**src/rtl/key_conditioner_pkg.sv**
```systemverilog
// Shared constants, repeat-FSM state type and counter sizing helper for the key conditioner.
package key_conditioner_pkg;

  localparam int N_KEYS_DEF       = 3;
  localparam int DEBOUNCE_CYC_DEF = 20000;
  localparam int HOLD_CYC_DEF     = 500000;
  localparam int REPEAT_CYC_DEF   = 100000;

  localparam int KEY_4_IDX = 0;
  localparam int KEY_5_IDX = 1;
  localparam int KEY_6_IDX = 2;

  typedef enum logic [1:0] {
    ST_IDLE   = 2'd0,
    ST_HOLD   = 2'd1,
    ST_REPEAT = 2'd2
  } rep_state_e;

  // Width of a counter that must hold values 0..n-1; never narrower than one bit.
  function automatic int cnt_width(int n);
    return (n < 2) ? 1 : $clog2(n);
  endfunction

endpackage

```
**src/rtl/key_conditioner_if.sv**
```systemverilog
// Key bus: raw key levels in, conditioned levels and single-cycle events out.
interface key_conditioner_if
  import key_conditioner_pkg::*;
#(
  parameter int N_KEYS = N_KEYS_DEF
);

  logic [N_KEYS-1:0] i_key;
  logic [N_KEYS-1:0] o_level;
  logic [N_KEYS-1:0] o_press;
  logic [N_KEYS-1:0] o_release;
  logic [N_KEYS-1:0] o_repeat;
  logic              o_any_press;

  modport master (
    output i_key,
    input  o_level, o_press, o_release, o_repeat, o_any_press
  );

  modport slave (
    input  i_key,
    output o_level, o_press, o_release, o_repeat, o_any_press
  );

endinterface

```
**src/rtl/key_conditioner_key_channel.sv**
```systemverilog
// One key: 2-FF synchroniser, counter debounce, press/release pulses and auto-repeat FSM.
// state     | meaning
// ST_IDLE   | key released, no repeat timing
// ST_HOLD   | key held, counting towards the first repeat
// ST_REPEAT | key held past the first repeat, pulsing every REPEAT_CYC
module key_channel
  import key_conditioner_pkg::*;
#(
  parameter int DEBOUNCE_CYC = DEBOUNCE_CYC_DEF,
  parameter int HOLD_CYC     = HOLD_CYC_DEF,
  parameter int REPEAT_CYC   = REPEAT_CYC_DEF
) (
  input  logic clk,
  input  logic nrst,
  input  logic i_key,
  output logic o_level,
  output logic o_press,
  output logic o_release,
  output logic o_repeat
);

  localparam int DW = cnt_width(DEBOUNCE_CYC);
  localparam int HW = cnt_width((HOLD_CYC > REPEAT_CYC) ? HOLD_CYC : REPEAT_CYC);
  localparam logic [DW-1:0] D_LAST = DW'(DEBOUNCE_CYC - 1);
  localparam logic [HW-1:0] H_LAST = HW'(HOLD_CYC - 1);
  localparam logic [HW-1:0] R_LAST = HW'(REPEAT_CYC - 1);

  logic          sync1_q, sync2_q;
  logic          level_q, level_d;
  logic          press_q, press_d;
  logic          release_q, release_d;
  logic          repeat_q, repeat_d;
  logic [DW-1:0] dcnt_q, dcnt_d;
  logic [HW-1:0] hcnt_q, hcnt_d;
  rep_state_e    state_q, state_d;

  always_comb begin
    level_d   = level_q;
    dcnt_d    = dcnt_q;
    press_d   = 1'b0;
    release_d = 1'b0;
    if (sync2_q == level_q) begin
      dcnt_d = '0;
    end else if (dcnt_q == D_LAST) begin
      level_d   = sync2_q;
      dcnt_d    = '0;
      press_d   = sync2_q;
      release_d = ~sync2_q;
    end else begin
      dcnt_d = dcnt_q + 1'b1;
    end
  end

  // A release always wins, so a repeat can never share a cycle with o_release.
  always_comb begin
    state_d  = state_q;
    hcnt_d   = hcnt_q;
    repeat_d = 1'b0;
    if (release_d) begin
      state_d = ST_IDLE;
      hcnt_d  = '0;
    end else begin
      case (state_q)
        ST_IDLE: begin
          if (press_d) begin
            state_d = ST_HOLD;
            hcnt_d  = '0;
          end
        end
        ST_HOLD: begin
          if (hcnt_q == H_LAST) begin
            repeat_d = 1'b1;
            hcnt_d   = '0;
            state_d  = ST_REPEAT;
          end else begin
            hcnt_d = hcnt_q + 1'b1;
          end
        end
        ST_REPEAT: begin
          if (hcnt_q == R_LAST) begin
            repeat_d = 1'b1;
            hcnt_d   = '0;
          end else begin
            hcnt_d = hcnt_q + 1'b1;
          end
        end
        default: begin
          state_d = ST_IDLE;
          hcnt_d  = '0;
        end
      endcase
    end
  end

  always_ff @(posedge clk or negedge nrst) begin
    if (!nrst) begin
      sync1_q   <= 1'b0;
      sync2_q   <= 1'b0;
      level_q   <= 1'b0;
      dcnt_q    <= '0;
      press_q   <= 1'b0;
      release_q <= 1'b0;
      repeat_q  <= 1'b0;
      hcnt_q    <= '0;
      state_q   <= ST_IDLE;
    end else begin
      sync1_q   <= i_key;
      sync2_q   <= sync1_q;
      level_q   <= level_d;
      dcnt_q    <= dcnt_d;
      press_q   <= press_d;
      release_q <= release_d;
      repeat_q  <= repeat_d;
      hcnt_q    <= hcnt_d;
      state_q   <= state_d;
    end
  end

  assign o_level   = level_q;
  assign o_press   = press_q;
  assign o_release = release_q;
  assign o_repeat  = repeat_q;

endmodule

```
**src/rtl/key_conditioner.sv**
```systemverilog
// Push-button input stage: N_KEYS independent conditioned channels plus an any-press flag.
module key_conditioner
  import key_conditioner_pkg::*;
#(
  parameter int N_KEYS       = N_KEYS_DEF,
  parameter int DEBOUNCE_CYC = DEBOUNCE_CYC_DEF,
  parameter int HOLD_CYC     = HOLD_CYC_DEF,
  parameter int REPEAT_CYC   = REPEAT_CYC_DEF
) (
  input  logic          clk,
  input  logic          nrst,
  key_conditioner_if.slave key_bus
);

  logic [N_KEYS-1:0] level;
  logic [N_KEYS-1:0] press;
  logic [N_KEYS-1:0] rel;
  logic [N_KEYS-1:0] rep;

  for (genvar g = 0; g < N_KEYS; g++) begin : g_ch
    key_channel #(
      .DEBOUNCE_CYC (DEBOUNCE_CYC),
      .HOLD_CYC     (HOLD_CYC),
      .REPEAT_CYC   (REPEAT_CYC)
    ) u_ch (
      .clk       (clk),
      .nrst      (nrst),
      .i_key     (key_bus.i_key[g]),
      .o_level   (level[g]),
      .o_press   (press[g]),
      .o_release (rel[g]),
      .o_repeat  (rep[g])
    );
  end

  assign key_bus.o_level     = level;
  assign key_bus.o_press     = press;
  assign key_bus.o_release   = rel;
  assign key_bus.o_repeat    = rep;
  assign key_bus.o_any_press = |press;

endmodule

```
**src/flat_wrapper.sv**
```systemverilog
// flat-port wrapper written by rule: the top's interface ports become plain ports
module key_conditioner_flat import key_conditioner_pkg::*;
#(
  parameter int N_KEYS       = N_KEYS_DEF,
  parameter int DEBOUNCE_CYC = DEBOUNCE_CYC_DEF,
  parameter int HOLD_CYC     = HOLD_CYC_DEF,
  parameter int REPEAT_CYC   = REPEAT_CYC_DEF
)
  (clk, nrst, key_bus_i_key, key_bus_o_level, key_bus_o_press, key_bus_o_release, key_bus_o_repeat, key_bus_o_any_press);
  key_conditioner_if #(.N_KEYS(N_KEYS)) key_bus_i ();
  input  logic clk;
  input  logic nrst;
  input wire logic [$bits(key_bus_i.i_key)-1:0] key_bus_i_key;
  output wire logic [$bits(key_bus_i.o_level)-1:0] key_bus_o_level;
  output wire logic [$bits(key_bus_i.o_press)-1:0] key_bus_o_press;
  output wire logic [$bits(key_bus_i.o_release)-1:0] key_bus_o_release;
  output wire logic [$bits(key_bus_i.o_repeat)-1:0] key_bus_o_repeat;
  output wire logic [$bits(key_bus_i.o_any_press)-1:0] key_bus_o_any_press;
  assign key_bus_i.i_key = key_bus_i_key;
  assign key_bus_o_level = key_bus_i.o_level;
  assign key_bus_o_press = key_bus_i.o_press;
  assign key_bus_o_release = key_bus_i.o_release;
  assign key_bus_o_repeat = key_bus_i.o_repeat;
  assign key_bus_o_any_press = key_bus_i.o_any_press;
  key_conditioner #(.N_KEYS(N_KEYS), .DEBOUNCE_CYC(DEBOUNCE_CYC), .HOLD_CYC(HOLD_CYC), .REPEAT_CYC(REPEAT_CYC)) u_core (.clk(clk), .nrst(nrst), .key_bus(key_bus_i));
endmodule
```
**config.mk**
```make
export PLATFORM = sky130hd
export DESIGN_NAME = key_conditioner_flat
export DESIGN_NICKNAME = d
export VERILOG_FILES = /design/src/rtl/key_conditioner_pkg.sv /design/src/rtl/key_conditioner_if.sv /design/src/rtl/key_conditioner_key_channel.sv /design/src/rtl/key_conditioner.sv /design/src/flat_wrapper.sv
export SDC_FILE = /design/constraint.sdc
export NUM_CORES = 1
export LEC_CHECK = 0
export BUFFER_PORTS_ARGS = -buffer_cell sky130_fd_sc_hd__buf_2
export CORE_ASPECT_RATIO = 0.6
export CORE_MARGIN = 1.5
export CORE_UTILIZATION = 36
export DETAILED_ROUTE_END_ITERATION = 12
export GPL_TIMING_DRIVEN = 0
export PLACE_DENSITY = 0.64
export SLEW_MARGIN = 20
export SYNTH_ARGS = -nofsm -noshare
export SYNTH_HDL_FRONTEND = slang
export SYNTH_SLANG_ARGS = --single-unit
export TNS_END_PERCENT = 50
```
**constraint.sdc**
```tcl
create_clock -name clk -period 2.2 [get_ports clk]
set_input_delay 0.44 -clock clk [delete_from_list [all_inputs] [get_ports clk]]
set_output_delay 0.44 -clock clk [all_outputs]
set_load 0.02 [all_outputs]
```
* After elaboration in Yosys (flattened, before gate mapping)
Index checks and enable logic that the tools add are counted.
** Storage, ports and cells
- Flip-flop bits (word level) :: 126
- Input bits :: 5
- Logic and storage cells :: 133
** Cells by class
- Add/sub/neg operators :: 6
- Equality and inequality tests :: 27
- Mux-type cells :: 57
- Bitwise gates (word level) :: 6
- Reductions and logical operators :: 10
** Operators with widths (number)
- $mux 19 :: 12
- $pmux 19 s3 :: 3
- $mux 15 :: 6
- $add 19x1->19 const B :: 3
- $eq 19x17->1 const B :: 3
- $eq 19x19->1 const B :: 3
- $add 15x1->15 const B :: 3
- $eq 15x15->1 const B :: 3
- $mux 1 :: 21
- $mux 2 :: 9
- $ne 3x3->1 const B :: 6
- $pmux 2 s3 :: 3
- $reduce_and 3->1 :: 3
- $eq 2x1->1 const B :: 3
- $eq 2x2->1 const B :: 3
- $logic_not 2->1 :: 3
- $ne 2x2->1 const B :: 3
- $not 1->1 :: 6
- $pmux 1 s2 :: 3
- $reduce_and 2->1 :: 3
- $eq 1x1->1 :: 3
- $reduce_or 3->1 :: 1

* Depth between registers and ports, before layout
Gate-level depths: netlist of run 1.
- Depth after elaboration :: 6
- Gate-level depth with buffers :: 8
- Gate-level depth less buffers :: 7

* By module
A second synthesis of run 1 with hierarchy kept.
** Unflattened totals
- Cell total of the unflattened synthesis :: 736
- Area, all modules :: 6942.9 µm²
** By module, submodules not included
- key_channel at u_core.g_ch[1].u_ch ... :: instances 2, cells each 241, area an instance 2287.2 µm²
- key_channel at u_core.g_ch[0].u_ch :: instances 1, cells each 253, area an instance 2362.3 µm²
- key_conditioner :: instances 1, cells each 1, area an instance 6.3 µm²

* Least setup slack after synthesis of run 1
Ideal clock, no wire load.
- Kind :: register -> register
- Start point :: reg u_core.g_ch[1].u_ch.hcnt_q[12]
- End point :: reg u_core.g_ch[1].u_ch.hcnt_q[12]
- Library setup time :: 0.121 ns
- Arrival :: 2.173 ns
- Slack :: -0.094 ns
- Cell stages (with the launch flop) :: 8
- Path through :: dfrtp_1 -> or4_1 -> or4_4 -> o21ai_2 -> a21oi_2 -> buf_6 -> a21o_1 -> a22o_1
** On the way
- Cells in the longest elaborated chain, start to end :: 4
- Elaborated cells on any way between the ends :: 7
- Classes of those cells :: add/sub: 1; eq/ne: 2; mux: 4
** Ends and longest elaborated chain
- start: declaration :: line key_conditioner_key_channel.sv:34 : logic [HW-1:0] hcnt_q, hcnt_d;
- start signal: assignment :: line key_conditioner_key_channel.sv:114 : hcnt_q <= hcnt_d;
- $add 19x1->19, or another cell as far along :: line key_conditioner_key_channel.sv:76, key_conditioner_key_channel.sv:84
- $mux 19 (on tied branches) :: line key_conditioner_key_channel.sv:80, key_conditioner_key_channel.sv:71
- $pmux 19 s3 (*) :: line key_conditioner_key_channel.sv:63 : case (state_q)
- $mux 19 (*) :: line key_conditioner_key_channel.sv:59 : if (release_d) begin
Every way passes the cells marked *; elsewhere a longest branch is shown, timed or not.
A chain may end at the register's enable or synchronous reset.

* Worst setup path after layout of run 1
- Start point :: reg u_core.g_ch[1].u_ch.hcnt_q[12]
- End point :: reg u_core.g_ch[1].u_ch.hcnt_q[15]
Same word-level chain as after synthesis.

==> results.yml, run 1 <==
worst_setup_path:
  worstReg2RegStart: "u_core.g_ch[1].u_ch.hcnt_q[12]"
  worstSetupPathType: "flop to flop"
  arrival_ps: 2700
  crit_chain: "or4_4 -> or4_4 -> o21ai_4 -> a21o_4 -> nor2_4 -> buf_6 -> a22o_1"
  cp-end-kind: "flop"
  r2r-end: "u_core.g_ch[1].u_ch.hcnt_q[15]"
  worst-path-max-fanout: 5
  required_ps: 2490
  slowest_delay_ps: 550
  r2r_slack_ps: -220
  cp_slowest_cell: "or4_4"
  cp_common_cell: "or4_4"
  ff2ff_path_depth: 7
  crit_path_start: "u_core.g_ch[1].u_ch.hcnt_q[12]"
  cp-start-kind: "flop"
  critPathCapture: "u_core.g_ch[1].u_ch.hcnt_q[15]"
layout:
  drive_gt1_share_pct: 20.8
  syn2layout_area_growth_pct: 23.7
  finalNetCount: 747
  final_common_cell: "dfrtp_1"
  antenna_cells: 0
  layout_common_cells: "126 x dfrtp_1, 90 x nor2_1, 52 x nand2_1"
  fill_cells: 1667
  instances_no_fill: 970
synthesis:
  synth-seq-cells: 126
  yosys_warnings: 0
  synth_edf_count: 0
  synth_top_family_by_area: "simple AND/OR/NAND/NOR gates"
  synth-adder-area-share_pct: 3.45
  synth_cell_type_count: 58
  async_reset_ff_share_pct: 100
  ys_seq_area_share_pct: 48.4
  synth_xor_area_share_pct: 6.99
  postSynthCellCount: 663
  synth_fp_nets: 686
  synthMuxAreaShare_pct: 1.17
  synth_area_sq_mm: 0.00652
  synthFlopType: "dfrtp_1"
  synth_area_per_cell_sq_um: 9.83
  synth_compound_area_share_pct: 12.5
  yosys.area_share.simple_pct: 24.2
route:
  drtIter0Drc: 280
  num_vias: 5023
  wirelength_um: 14400
  drc_errors: 0
  drt-pass1-iter-count: 5
  ant_nets: 0
  detail_route.wl_per_cell_um: 14.9
  vias_per_cell: 5.18
die:
  coreArea_sq_mm: 0.0174
  io_pins: 18
  start_util_pct: 37.4
  die-area_sq_mm: 0.0190
  die_h_um: 107
  rows: 37
  dieWidth_um: 177
timing:
  max_slew.worst_pin.slew_ps: 681
  finalSetupViolCount: 19
  post-route-min-period_ps: 2420
  hold_violations: 0
  max-slew-margin-rel_pct: 54.2
  max_freq_mhz: 414
  skew_ps: 12.1
  rsz0062_at_grt: "yes"
  finalCritPeriodShare_pct: 110
  setup_ws_ps: -215
  finalMaxSlewViolations: 0
power_and_ir_drop:
  power.leakage_uw: 0.00355
  power_uw: 5470
  combPwrFrac_pct: 2.1
  p_switching_uw: 1170
  p_int_uw: 4300
  seqPwrFrac_pct: 43.1
  power.density_mw_per_mm2: 678
  p_clk_share_pct: 54.8
  switching_share_pct: 21.3
  irDropWorstVdd_mv: 0.499
clock_tree:
  clock_path_buffers: 2
  cts_root_buffer: "clkbuf_16"
  worstSkewPairLatency_ps: 410
  cts.clk_slew.worst_paths_ps: 60
  clock_sinks: 126
  htreeDepth: 4
  cts_inserted_buffers: 17
  cts_tree: "built"
grt:
  track_usage_pct: 16.1
  antenna_found_initial: 0
  grt_pass1_wl_um: 24200
  grt_max_degree: 75
  grt_pass1_vias: 4704
  gr-total-overflow: 0
place:
  gp_congestion: 0.848
  hpwl_um: 9200
  dp.cells: 915
  io_buffer_count: 17
flow_run:
  maxCapViolations: 0
min_path:
  worstHoldPathType: "input port to flop"
run_status:
  violations: "setup timing"
  status: "complete, but fails checks"
layout make-up:
cell class | count | area [sq um] | share of cell area (%)
Tap cell | 234 | 293 | 3.63
Clock inverter | 13 | 189 | 2.34
Timing Repair Buffer | 43 | 343 | 4.25
Clock buffer | 18 | 439 | 5.45
Buffer | 21 | 156 | 1.94
Sequential cell | 126 | 3150 | 39.1
Inverter | 16 | 60.1 | 0.745
Multi-Input combinational cell | 499 | 3430 | 42.5
timing repair:
action | in CTS | in global routing
setup endpoints to repair | 59 | 81
gates cloned | 2 | 0
hold buffers | 1 | 0
buffers inserted | 11 | 12
hold endpoints to repair | 52 | 0
gates resized for setup | 32 | 52
pin swaps | 7 | 20
critical path, delay by kind of cell, from the launching register on:
| kind | cells | cell delay, ps |
|---|---|---|
| AO/OA/AOI/OAI | 3 | 610 |
| buffers and inverters | 1 | 130 |
| flip-flops | 1 | 400 |
| AND/OR/NAND/NOR | 3 | 1150 |
stage by stage:
step           hold WS [ps]  area, sq um  worst slack (ps)  utilization, %  setup TNS, ps
3_3_place_gp            335         6900             -1090            39.7        -151840
6_report                133         8060              -215            46.3          -3070
4_1_cts                 114         7780              -255            44.7          -3640
2_1_floorplan           144         6530             -81.9               -           -848
3_5_place_dp            342         6940              -481            39.9         -17110
5_1_grt                 112         8060              -266            46.3          -4110
power by group through the flow:
stage          Sequential, uW  Clock [uW]  Combinational [uW]
2_1_floorplan            2390           0                34.9
4_1_cts                  2360        3070                 108
6_report                 2360        3000                 114
5_1_grt                  2360        3170                 133
3_5_place_dp             2400           0                 104
3_3_place_gp             2400           0                95.4
Yosys cell counts, drive strengths merged, types with 8 or more instances:
| library cell | count | area share (%) |
|---|---|---|
| dfrtp | 126 | 48 |
| xor2 | 32 | 4.3 |
| and4 | 14 | 1.9 |
| inv | 16 | 0.92 |
| a21o | 20 | 2.5 |
| or3 | 12 | 1.2 |
| a22o | 28 | 3.8 |
| nand4 | 17 | 1.7 |
| o21ai | 39 | 3.3 |
| ha | 18 | 3.5 |
| nand3 | 38 | 2.9 |
| buf | 16 | 2.0 |
| a21oi | 20 | 1.6 |
| nor3 | 9 | 0.69 |
| and3 | 22 | 2.1 |
| nor2b | 8 | 0.77 |
| nor2 | 95 | 5.6 |
| xnor2 | 20 | 2.7 |
| nand2 | 53 | 3.1 |
cell families (layout without fill, tap and decap cells):
group / after synthesis / after routing
AO/OA/AOI/OAI: 119 / 119
XOR/XNOR: 52 / 52
adder cells (fa/ha/maj): 18 / 18
buffers and inverters: 38 / 111
flip-flops: 126 / 126
multiplexers: 7 / 7
AND/OR/NAND/NOR: 303 / 303
state kept, by name, indices dropped and copies added, names as in the netlist:
register / flops
u_core.g_ch.u_ch.hcnt_q: 57
u_core.g_ch.u_ch.o_level: 3
u_core.g_ch.u_ch.sync1_q: 3
u_core.g_ch.u_ch.o_press: 3
u_core.g_ch.u_ch.state_q: 6
u_core.g_ch.u_ch.sync2_q: 3
u_core.g_ch.u_ch.o_repeat: 3
u_core.g_ch.u_ch.o_release: 3
u_core.g_ch.u_ch.dcnt_q: 45
per-layer routing:
layer	GRT usage, %	vias up	share of wire (%)
li1	-	2478	-
met1	25.4	2465	56
met2	21.4	71	40
met3	3.97	9	3.3
met4	4.24	0	0.62
met5	0	-	0
how the worst min path moves through the flow:
stage	from	end	slack, ps	cells past startpoint
5_1_grt	key_bus_i_key[1]	u_core.g_ch[1].u_ch.sync1_q	110	1
4_1_cts	key_bus_i_key[1]	u_core.g_ch[1].u_ch.sync1_q	110	1
6_report	key_bus_i_key[1]	u_core.g_ch[1].u_ch.sync1_q	130	1
3_5_place_dp	u_core.g_ch[1].u_ch.sync1_q	u_core.g_ch[1].u_ch.sync2_q	340	0
3_3_place_gp	u_core.g_ch[1].u_ch.sync1_q	u_core.g_ch[1].u_ch.sync2_q	340	0
2_1_floorplan	nrst	u_core.g_ch[0].u_ch.dcnt_q[0]	140	0
(Power assumes the default switching activity.)
==> run 2, diff against run 1 <==
PLACE_DENSITY = 0.62   (was 0.64)
clock period = 2.3 ns   (was 2.2 ns; I/O delays follow)
==> run 2 against run 1 <==
Against the previous run:
- worst hold slack got worse by 140 ps
- critical path depth unchanged
- clock skew decreased by 2.3 ps
- final cell count shrank 1.6%
- utilization down 2.0 points
- worst setup slack better by 170 ps
- sequential share of layout area up 1.8 points
- maximum frequency is 2.8% higher
- clock power fell by 17%
- sequential power fell by 4%
- the flow finishes with violations (hold timing, setup timing)
==> results.yml, run 2 (synthesized netlist as in run 1, its figures left out) <==
place:
  hpwl_um: 9380
  gp_congestion: 0.837
  io_buffer_count: 17
  dpl-instance-area_sq_mm: 0.00693
  dp.cells: 915
run_status:
  violations: "hold timing, setup timing"
  status: "complete, but fails checks"
worst_setup_path:
  cp-start-kind: "flop"
  arrival_ps: 2640
  worst-path-max-fanout: 10
  cp-end-kind: "flop"
  r2r-end: "u_core.g_ch[1].u_ch.hcnt_q[16]"
  ff2ff_path_depth: 7
  worstReg2RegStart: "u_core.g_ch[1].u_ch.hcnt_q[14]"
  required_ps: 2590
  worstSetupPathType: "flop to flop"
  r2r_slack_ps: -50
clock_tree:
  cts_hold_buffers: 0
  cts_inserted_buffers: 17
  cts_tree: "built"
  clock_sinks: 126
  clock_path_buffers: 2
  htreeDepth: 4
  cts_root_buffer: "clkbuf_16"
  worstSkewPairLatency_ps: 410
  cts.clk_slew.worst_paths_ps: 60
layout:
  final_common_cell: "dfrtp_1"
  largest_register_ffs: 57
  syn2layout_area_growth_pct: 18.3
  top_regs: "u_core.g_ch.u_ch.hcnt_q x57, u_core.g_ch.u_ch.dcnt_q x45, u_core.g_ch.u_ch.state_q x6"
  antenna_cells: 0
  final_area_sq_mm: 0.00771
  largest-register: "u_core.g_ch.u_ch.hcnt_q"
  layout_common_cells: "126 x dfrtp_1, 90 x nor2_1, 53 x nand2_1"
  drive_gt1_share_pct: 16.0
  finalNetCount: 731
  instances_no_fill: 954
die:
  rows: 37
  coreArea_sq_mm: 0.0174
  start_util_pct: 37.4
  dieWidth_um: 177
  die_h_um: 107
  io_pins: 18
  die-area_sq_mm: 0.0190
power_and_ir_drop:
  power.leakage_uw: 0.00340
  p_switching_uw: 1030
  power.density_mw_per_mm2: 630
  seqPwrFrac_pct: 46.4
  combPwrFrac_pct: 2.0
  irDropWorstVdd_mv: 0.474
  p_clk_share_pct: 51.5
  switching_share_pct: 21.3
  power_uw: 4860
  p_int_uw: 3820
timing:
  post-route-min-period_ps: 2350
  hold_violations: 6
  max-slew-margin-rel_pct: 48.3
  worst_hold_slack_ps: -12.3
  setup_ws_ps: -48.6
  finalMaxSlewViolations: 0
  rsz0062_at_grt: "yes"
  finalSetupViolCount: 12
  max_slew.worst_pin.slew_ps: 769
  max_freq_mhz: 426
  skew_ps: 9.74
  finalSetupTns_ps: -439
  finalCritPeriodShare_pct: 102
route:
  wirelength_um: 13900
  drt-pass1-iter-count: 5
  drtIter0Drc: 381
  detail_route.wl_per_cell_um: 14.6
  ant_nets: 0
  num_vias: 5025
  drc_errors: 0
  vias_per_cell: 5.27
grt:
  track_usage_pct: 15.7
  antenna_found_initial: 0
  grt_max_degree: 66
  gr-total-overflow: 0
  grt_pass1_wl_um: 23700
  grt_pass1_vias: 4883
flow_run:
  maxCapViolations: 0
min_path:
  worstHoldPathType: "input port to asynchronous set/reset pin"
[run 2: cell types whose count changed in the layout (fill, tap and decap cells not counted), sizes merged]
cell,change
clkinv,-3
clkinvlp,+1
dlygate4sd3,-1
clkbuf,+7
inv,-2
buf,-15
bufinv,-3
[run 2: per-layer routing]
| metal | up-vias | global-route usage (%) | wire, um | part of all wire [%] |
|---|---|---|---|---|
| li1 | 2447 | - | - | - |
| met1 | 2477 | 22.8 | 7220 | 52 |
| met5 | - | 0 | 0 | 0 |
| met2 | 90 | 22.7 | 6000 | 43 |
| met4 | 0 | 5.87 | 143 | 1.0 |
| met3 | 11 | 3.58 | 588 | 4.2 |
[run 2: worst max-delay path: stages, from the launching register on]
cell	delay (ps)
dfrtp_1	410
or4_1	530
or4_4	480
o21ai_4	200
a21oi_2	120
buf_6	160
a21o_1	150
a22o_1	180
[run 2: repair_timing]
action	in CTS	in global routing
endpoints found under the setup margin	56	67
pin swaps	4	3
buffers inserted	3	5
gates resized for setup	14	31
cloned	0	1
hold endpoints to repair	0	0
[run 2: worst max-delay path by stage]
stage	cells past startpoint	startpoint	endpoint	slack [ps]
5_1_grt	7	u_core.g_ch[1].u_ch.hcnt_q[14]	u_core.g_ch[1].u_ch.hcnt_q[16]	-130
3_5_place_dp	7	u_core.g_ch[0].u_ch.dcnt_q[0]	u_core.g_ch[0].u_ch.hcnt_q[2]	-450
4_1_cts	7	u_core.g_ch[1].u_ch.hcnt_q[14]	u_core.g_ch[1].u_ch.hcnt_q[5]	-80
6_report	7	u_core.g_ch[1].u_ch.hcnt_q[14]	u_core.g_ch[1].u_ch.hcnt_q[16]	-50
3_3_place_gp	1	nrst	u_core.g_ch[2].u_ch.hcnt_q[13]	-900
2_1_floorplan	7	u_core.g_ch[1].u_ch.hcnt_q[12]	u_core.g_ch[1].u_ch.hcnt_q[12]	6
[run 2: through the flow]
| stage | util (%) | setup slack (ps) |
|---|---|---|
| 2_1_floorplan | - | 5.84 |
| 3_3_place_gp | 39.6 | -899 |
| 3_5_place_dp | 39.8 | -448 |
| 4_1_cts | 43.3 | -75.5 |
| 5_1_grt | 44.3 | -126 |
| 6_report | 44.3 | -48.6 |
[run 2: final cells by class]
class | instances | area (sq um)
Buffer | 21 | 150
Clock buffer | 25 | 485
Clock inverter | 6 | 60.1
Fill cell | 1674 | 9700
Inverter | 16 | 60.1
Multi-Input combinational cell | 499 | 3320
Sequential cell | 126 | 3150
Tap cell | 234 | 293
Timing Repair Buffer | 27 | 194
[run 2: power by group through the flow]
stage / Sequential, uW / Clock, uW / Combinational (uW)
floorplan: 2290 / 0 / 33.4
global route: 2260 / 2670 / 116
finish: 2260 / 2500 / 98.5
global placement: 2290 / 0 / 88.0
CTS: 2250 / 2570 / 102
detailed placement: 2290 / 0 / 101
==> run 3, diff against run 2 <==
REMOVE_ABC_BUFFERS = 1   (was default)
==> run 3 against run 2 <==
Against the previous run:
- the run ends with setup timing left
- register-to-register slack got worse by 60 ps
- sequential power barely moved
- count of clock-buffer cells in the layout fell by 3
- highest routed layer unchanged
==> results.yml, run 3 (synthesized netlist as in run 1, its figures left out) <==
worst_setup_path:
  r2r_slack_ps: -110
  worstReg2RegStart: "u_core.g_ch[1].u_ch.hcnt_q[14]"
  crit_chain: "or4_4 -> or4_4 -> o21ai_4 -> a21o_4 -> nor2_4 -> a22o_1"
  crit_path_start: "u_core.g_ch[1].u_ch.hcnt_q[14]"
  worstSetupPathType: "flop to flop"
  slowest_delay_ps: 540
  required_ps: 2590
  cp-start-kind: "flop"
  arrival_ps: 2700
  crit_buf_inv: 0
  ff2ff_path_depth: 6
  cp-end-kind: "flop"
  cp_top_family: "simple AND/OR/NAND/NOR gates"
  r2r-end: "u_core.g_ch[1].u_ch.hcnt_q[16]"
  worst-path-max-fanout: 6
  cp_common_cell: "or4_4"
  cp_slowest_cell: "or4_4"
layout:
  finalNetCount: 721
  antenna_cells: 0
  syn2layout_area_growth_pct: 17.9
  layout_common_cells: "125 x dfrtp_1, 90 x nor2_1, 53 x nand2_1"
  top_regs: "u_core.g_ch.u_ch.hcnt_q x57, u_core.g_ch.u_ch.dcnt_q x45, u_core.g_ch.u_ch.state_q x6"
  largest_register_ffs: 57
  drive_gt1_share_pct: 15.0
  largest-register: "u_core.g_ch.u_ch.hcnt_q"
  final_common_cell: "dfrtp_1"
  instances_no_fill: 945
route:
  wl_met3_um: 462
  top_layer: "met4"
  drc_errors: 0
  drtIter0Drc: 434
  vias_per_cell: 5.29
  ant_nets: 0
  wirelength_um: 14200
  num_vias: 5003
  wl_met1_um: 7120
  detail_route.wl_per_cell_um: 15.0
  drt-pass1-iter-count: 5
  wl_met2_um: 6460
die:
  io_pins: 18
  dieWidth_um: 177
  rows: 37
  die-area_sq_mm: 0.0190
  die_h_um: 107
  coreArea_sq_mm: 0.0174
  start_util_pct: 37.4
clock_tree:
  cts_inserted_buffers: 17
  clock_sinks: 126
  clock_path_buffers: 2
  worstSkewPairLatency_ps: 410
  cts_tree: "built"
  cts.clk_slew.worst_paths_ps: 60
  cts_root_buffer: "clkbuf_16"
  htreeDepth: 4
power_and_ir_drop:
  p_int_uw: 4050
  irDropWorstVdd_mv: 0.545
  power.density_mw_per_mm2: 666
  switching_share_pct: 20.9
  power.leakage_uw: 0.00337
  p_switching_uw: 1070
  combPwrFrac_pct: 1.9
  power_uw: 5120
  seqPwrFrac_pct: 44.0
  p_clk_share_pct: 54.1
timing:
  finalCritPeriodShare_pct: 105
  worst_hold_slack_ps: 164
  skew_ps: 7.86
  post-route-min-period_ps: 2410
  hold_violations: 0
  finalMaxSlewViolations: 0
  setup_ws_ps: -110
  finalSetupTns_ps: -1440
  finalSetupViolCount: 16
  max_slew.worst_pin.slew_ps: 733
  max_freq_mhz: 415
  max-slew-margin-rel_pct: 50.8
  rsz0062_at_grt: "yes"
flow_run:
  maxCapViolations: 0
run_status:
  status: "complete, but fails checks"
  violations: "setup timing"
grt:
  grt_max_degree: 80
  grt_pass1_vias: 4951
  gr-total-overflow: 0
  grt_pass1_wl_um: 24400
  track_usage_pct: 16.0
  antenna_found_initial: 0
place:
  hpwl_um: 8980
  dp.cells: 893
  io_buffer_count: 17
  gp_congestion: 0.822
min_path:
  min_to: "u_core.g_ch[1].u_ch.sync1_q"
  worstHoldPathType: "input port to flop"
  worstHoldPathCells: 1
  hp-start: "key_bus_i_key[1]"
## run 3: worst max path at each step
stage / end / cells after the start
after CTS: u_core.g_ch[1].u_ch.hcnt_q[16] / 6
after global placement: u_core.g_ch[2].u_ch.hcnt_q[12] / 1
after floorplan: u_core.g_ch[1].u_ch.hcnt_q[6] / 6
after global routing: u_core.g_ch[1].u_ch.hcnt_q[16] / 6
after detailed placement: u_core.g_ch[0].u_ch.state_q[0] / 6
final: u_core.g_ch[1].u_ch.hcnt_q[16] / 6
## run 3: layout make-up
type	instances	area, sq um
fillers	1617	9720
multi-input cells	502	3300
clock buffers	22	474
repair buffers	35	265
well taps	234	293
clock inverters	10	136
inverters	16	60.1
flip-flops and latches	126	3150
## run 3: stage by stage
step / util [%] / instance area [sq um] / setup WS, ps
floorplan: - / 6370 / 37.4
detailed placement: 38.9 / 6780 / -522
CTS: 43.6 / 7580 / -36.4
global placement: 38.8 / 6750 / -876
global route: 44.2 / 7690 / -139
finish: 44.2 / 7690 / -110
## run 3: repair_timing
action,in CTS,in global routing
gates resized for setup,17,20
pin swaps,3,3
buffers inserted,11,5
hold endpoints to repair,4,0
hold buffers,1,0
setup endpoints to repair,56,56
cloned,3,0
## run 3: routing by layer
layer	GRT usage, %	vias to the layer above
met5	0	-
met4	4.12	0
met3	4.15	13
met2	24.2	85
met1	22.7	2464
li1	-	2441
## run 3: power by group through the flow
stage	clock [uW]	sequential, uW	combinational (uW)
CTS	2830	2250	101
global placement	0	2290	86.1
global route	2940	2260	115
finish	2770	2250	96.4
floorplan	0	2290	31.8
detailed placement	0	2290	98.1
